===== config.mk =====
export PLATFORM = sky130hd
export DESIGN_NAME = fetch_ctrl
export DESIGN_NICKNAME = d
export VERILOG_FILES = /design/src/rtl/fetch_pkg.sv /design/src/rtl/fetch_ctrl.sv
export SDC_FILE = /design/constraint.sdc
export NUM_CORES = 1
export LEC_CHECK = 0
export CAP_MARGIN = 20
export CORE_MARGIN = 4
export CORE_UTILIZATION = 47
export DETAILED_ROUTE_END_ITERATION = 8
export GPL_ROUTABILITY_DRIVEN = 1
export HOLD_SLACK_MARGIN = 0.02
export PLACE_DENSITY = 0.85
export SLEW_MARGIN = 20
export SYNTH_ARGS = -nofsm -noshare
export SYNTH_HDL_FRONTEND = slang
export SYNTH_SLANG_ARGS = --single-unit

===== constraint.sdc =====
create_clock -name clk -period 2.9 [get_ports clk]
set_input_delay 0.58 -clock clk [delete_from_list [all_inputs] [get_ports clk]]
set_output_delay 0.58 -clock clk [all_outputs]
set_load 0.01 [all_outputs]

===== src/rtl/fetch_pkg.sv =====
// Shared types and constants for the instruction-fetch sequencer.
package fetch_pkg;

    typedef enum logic [2:0] {
        IDLE = 3'd0,
        REQ  = 3'd1,
        WAIT = 3'd2,
        HOLD = 3'd3,
        DROP = 3'd4
    } fetch_state_t;

    localparam int          INSTR_BYTES      = 4;
    localparam logic [31:0] DEFAULT_RESET_PC = 32'h0000_0000;

    function automatic logic [31:0] align_word(input logic [31:0] addr);
        return {addr[31:2], 2'b00};
    endfunction

endpackage


===== src/rtl/fetch_ctrl.sv =====
// Instruction-fetch sequencer: owns the PC, keeps one imem request in flight,
// hands fetched words to decode and squashes wrong-path traffic on redirect.
//
// state | meaning
// IDLE  | first cycle after reset, no request presented
// REQ   | request at pc presented to imem
// WAIT  | request accepted, response pending
// HOLD  | instruction held for decode
// DROP  | wrong-path response still owed, will be discarded
module fetch_ctrl
    import fetch_pkg::*;
#(
    parameter logic [31:0] RESET_PC = DEFAULT_RESET_PC
) (
    input  logic        clk,
    input  logic        rst,
    input  logic        pc_src,
    input  logic [31:0] pc_target,
    output logic        imem_req_valid,
    input  logic        imem_req_ready,
    output logic [31:0] imem_req_addr,
    input  logic        imem_rsp_valid,
    input  logic [31:0] imem_rsp_data,
    output logic        if_valid,
    input  logic        if_ready,
    output logic [31:0] if_instr,
    output logic [31:0] if_pc,
    output logic        flush
);

    fetch_state_t state;
    fetch_state_t state_next;
    logic [31:0]  pc;
    logic         flush_q;
    logic [31:0]  instr_q;
    logic [31:0]  instr_pc_q;
    logic         capture;

    always_ff @(posedge clk) begin
        if (rst) begin
            state <= IDLE;
        end else begin
            state <= state_next;
        end
    end

    // A redirect outranks every handshake completing in the same cycle.
    always_comb begin
        state_next = state;
        unique case (state)
            IDLE: state_next = REQ;
            REQ: begin
                if (pc_src) begin
                    state_next = imem_req_ready ? DROP : REQ;
                end else if (imem_req_ready) begin
                    state_next = WAIT;
                end
            end
            WAIT: begin
                if (pc_src) begin
                    state_next = imem_rsp_valid ? REQ : DROP;
                end else if (imem_rsp_valid) begin
                    state_next = HOLD;
                end
            end
            HOLD: begin
                if (pc_src || if_ready) begin
                    state_next = REQ;
                end
            end
            DROP: begin
                if (imem_rsp_valid) begin
                    state_next = REQ;
                end
            end
            default: state_next = IDLE;
        endcase
    end

    always_comb begin
        imem_req_valid = (state == REQ);
        if_valid       = (state == HOLD);
        imem_req_addr  = pc;
        if_instr       = instr_q;
        if_pc          = instr_pc_q;
        flush          = flush_q;
    end

    assign capture = (state == WAIT) && imem_rsp_valid && !pc_src;

    always_ff @(posedge clk) begin
        if (rst) begin
            pc <= RESET_PC;
        end else if (pc_src) begin
            pc <= align_word(pc_target);
        end else if ((state == HOLD) && if_ready) begin
            pc <= pc + 32'(INSTR_BYTES);
        end
    end

    always_ff @(posedge clk) begin
        if (rst) begin
            flush_q <= 1'b0;
        end else begin
            flush_q <= pc_src;
        end
    end

    always_ff @(posedge clk) begin
        if (rst) begin
            instr_q    <= '0;
            instr_pc_q <= '0;
        end else if (capture) begin
            instr_q    <= imem_rsp_data;
            instr_pc_q <= pc;
        end
    end

endmodule

==> results_dict.tcl <==
set metrics [dict create \
    outcome "finished, final reports clean" \
    antenna_found_initial 0 \
    area_growth_pct 43.27 \
    cts_sinks 96 \
    first_pass_iters 5 \
    gp_congestion 0.9075 \
    detailedPlace.worstSlack_ns 0.2010 \
    drt_iter0_drc 357 \
    netlist.area_leader.share 0.4487 \
    cts_hold_buf 0 \
    startpoint_type "input pin" \
    post_drt_via_cell_ratio 5.662 \
    post-synth-top-count-cell "nand2_1" \
    post-place-cells 781 \
    yosys-top-cells-area "dfxtp_1 (45%), nand2_1 (13%), a21oi_1 (7.8%)" \
    end_kind "register" \
    synth_area_mm2 0.004283 \
    worst_ir_drop_vdd_mv 0.2831 \
    clock_skew_ns 0.008684 \
    finalCritPeriodShare 0.8132 \
    track_usage 0.2302 \
    clkTransAtPathRegs_ns 0.09 \
    setup_tns_ns 0 \
    period_minus_slack_ns 2.358 \
    synthCells 544 \
    rsz0062_at_grt "false" \
    portBuffers 162 \
    die_width_um 103.5 \
    clk_path_buf_depth 2 \
    syn_area_per_cell_um2 7.873 \
    maxCapViolations 0 \
    finalSetupViolCount 0 \
    start_util 0.4864 \
    cts_tree "yes" \
    relSlewSlack 0.5170 \
    grt_pass1_wl_um 19720 \
    ys_warn_count 0 \
    cellLeakagePower_uw 0.002018 \
    drcViolationCount 0 \
    ant_nets 0 \
    die_h_um 103.5 \
    ys_ff_latch 96 \
    grt_pass1_vias 3994 \
    dieArea_mm2 0.01070 \
    hold_viol 0 \
    critical_path_required_ns 3.16 \
    postCtsSetupBuffers 0 \
    design.core.area_mm2 0.008806 \
    cts_root_buffer "clkbuf_8" \
    critical_path_arrival_ns 2.62 \
    nets 755 \
    insertion_delay_ns 0.35 \
    holdCritPathClass "register to register" \
    synth.distinct_cells 53 \
    finalWirelength_um 12970 \
    pwr_density_cell_mw_per_mm2 428.6 \
    grt_max_degree 63 \
    setup.reg_to_reg.worst_slack_ns 0.73 \
    layout-drive-gt1-share 0.04790 \
    synthArstFlopShare 0 \
    critPathMaxFanout 9 \
    dr_total_vias 4513 \
    fmax_ghz 0.4241 \
    critPathKind "input pin to register" \
    ys_top_cells_by_count "nand2_1 (146), dfxtp_1 (96), a21oi_1 (67)" \
    post_cts_resize_count 0 \
    synth_largest_area_cell "dfxtp_1" \
    htreeDepth 3 \
    drv_slew 0 \
    tightestPinTransition_ns 0.7179 \
    wl_per_cell_um 16.27 \
    setup_ws_ns 0.5418 \
    fin_cells 797 \
    synth_edf_count 0 \
    num_io_pins 169 \
    cts-buffers-inserted 9 \
    std_cell_rows 34 \
    synth_seq_area_share 0.4487 \
    fillCellCount 720 \
    diodes 0 \
    dpl.hpwl_um 9342 \
    yosys_most_used_dff "dfxtp_1" \
    grt-ovfl-total 0 \
]
## metal layers
layer / track usage / vias to the layer above / share of wire
met5: 0 / - / 0
met4: 0.08566 / 0 / 0.015
met3: 0.03421 / 17 / 0.072
met2: 0.3775 / 201 / 0.50
met1: 0.3071 / 2109 / 0.41
li1: - / 2186 / -
## final timing paths
path                     start                 to  cells past startpoint
max reg2reg  imem_req_addr[13]  imem_req_addr[30]                      4
min reg2reg       if_instr[10]       if_instr[10]                      2
max                   if_ready  imem_req_addr[15]                      5
min               if_instr[10]       if_instr[10]                      2
## metrics by stage
| step | util | hold slack (ns) | total power [µW] | instance area, µm² |
|---|---|---|---|---|
| floorplan | - | 0.4805 | 1565 | 4294 |
| global placement | 0.6742 | 0.4412 | 1762 | 5937 |
| detailed placement | 0.6742 | 0.4457 | 1771 | 5937 |
| CTS | 0.6968 | 0.4589 | 2640 | 6136 |
| global route | 0.6968 | 0.4697 | 2724 | 6136 |
| finish | 0.6968 | 0.4571 | 2630 | 6136 |
## final cells by class
type	instances	area [µm²]	area share
Tap cell	108	135.1	0.02202
Timing Repair Buffer	171	1697	0.2765
Clock inverter	4	53.80	0.008768
Sequential cell	96	1922	0.3132
Clock buffer	12	145.1	0.02365
Multi-Input combinational cell	399	2157	0.3516
Inverter	7	26.28	0.004282
## logic make-up (layout without fill, tap and decap cells)
| kind of cell | count (synthesis) | after routing | synth area share |
|---|---|---|---|
| buf+inv | 52 | 194 | 0.05229 |
| xor+xnor | 9 | 9 | 0.01841 |
| compound gates | 120 | 120 | 0.1811 |
| fa+ha+maj | 1 | 1 | 0.002921 |
| other cells | 1 | 4 | 0.0008756 |
| simple gates | 265 | 265 | 0.2956 |
| flops | 96 | 96 | 0.4487 |
## where the power goes
part	switching (µW)	internal [µW]
Combinational	134	189
Clock	460	425
Sequential	68.9	1350
## registers in the layout, summed over array words and instances, names as in the netlist
signal and flops:
state 3, if_instr 32, if_pc 30, flush 1
imem_req_addr 30
## placed cells by master, fill, tap and decap left out, types with 3 or more instances in the layout
cell,n
a211oi_1,8
nor2b_1,9
buf_4,8
xor2_1,6
o41a_1,4
o31ai_1,5
or3_1,4
and3_1,4
clkdlybuf4s50_1,161
a2111oi_1,3
conb_1,4
and4_1,5
a21oi_1,67
nand3_1,12
a31oi_1,3
xnor2_1,3
inv_1,7
or4_1,8
a311oi_1,8
nand4_1,12
nand2_1,146
clkbuf_8,10
nor2_1,32
nor4_1,11
o2111a_1,3
dfxtp_1,96
o21ai_0,7
and2_1,5
## critical path, cell delays in order
cell	delay [ns]
clkdlybuf4s50_1	0.54
nand4b_1	0.24
or3_1	0.56
or4_1	0.46
a311oi_1	0.25
(Power assumes the default switching activity.)
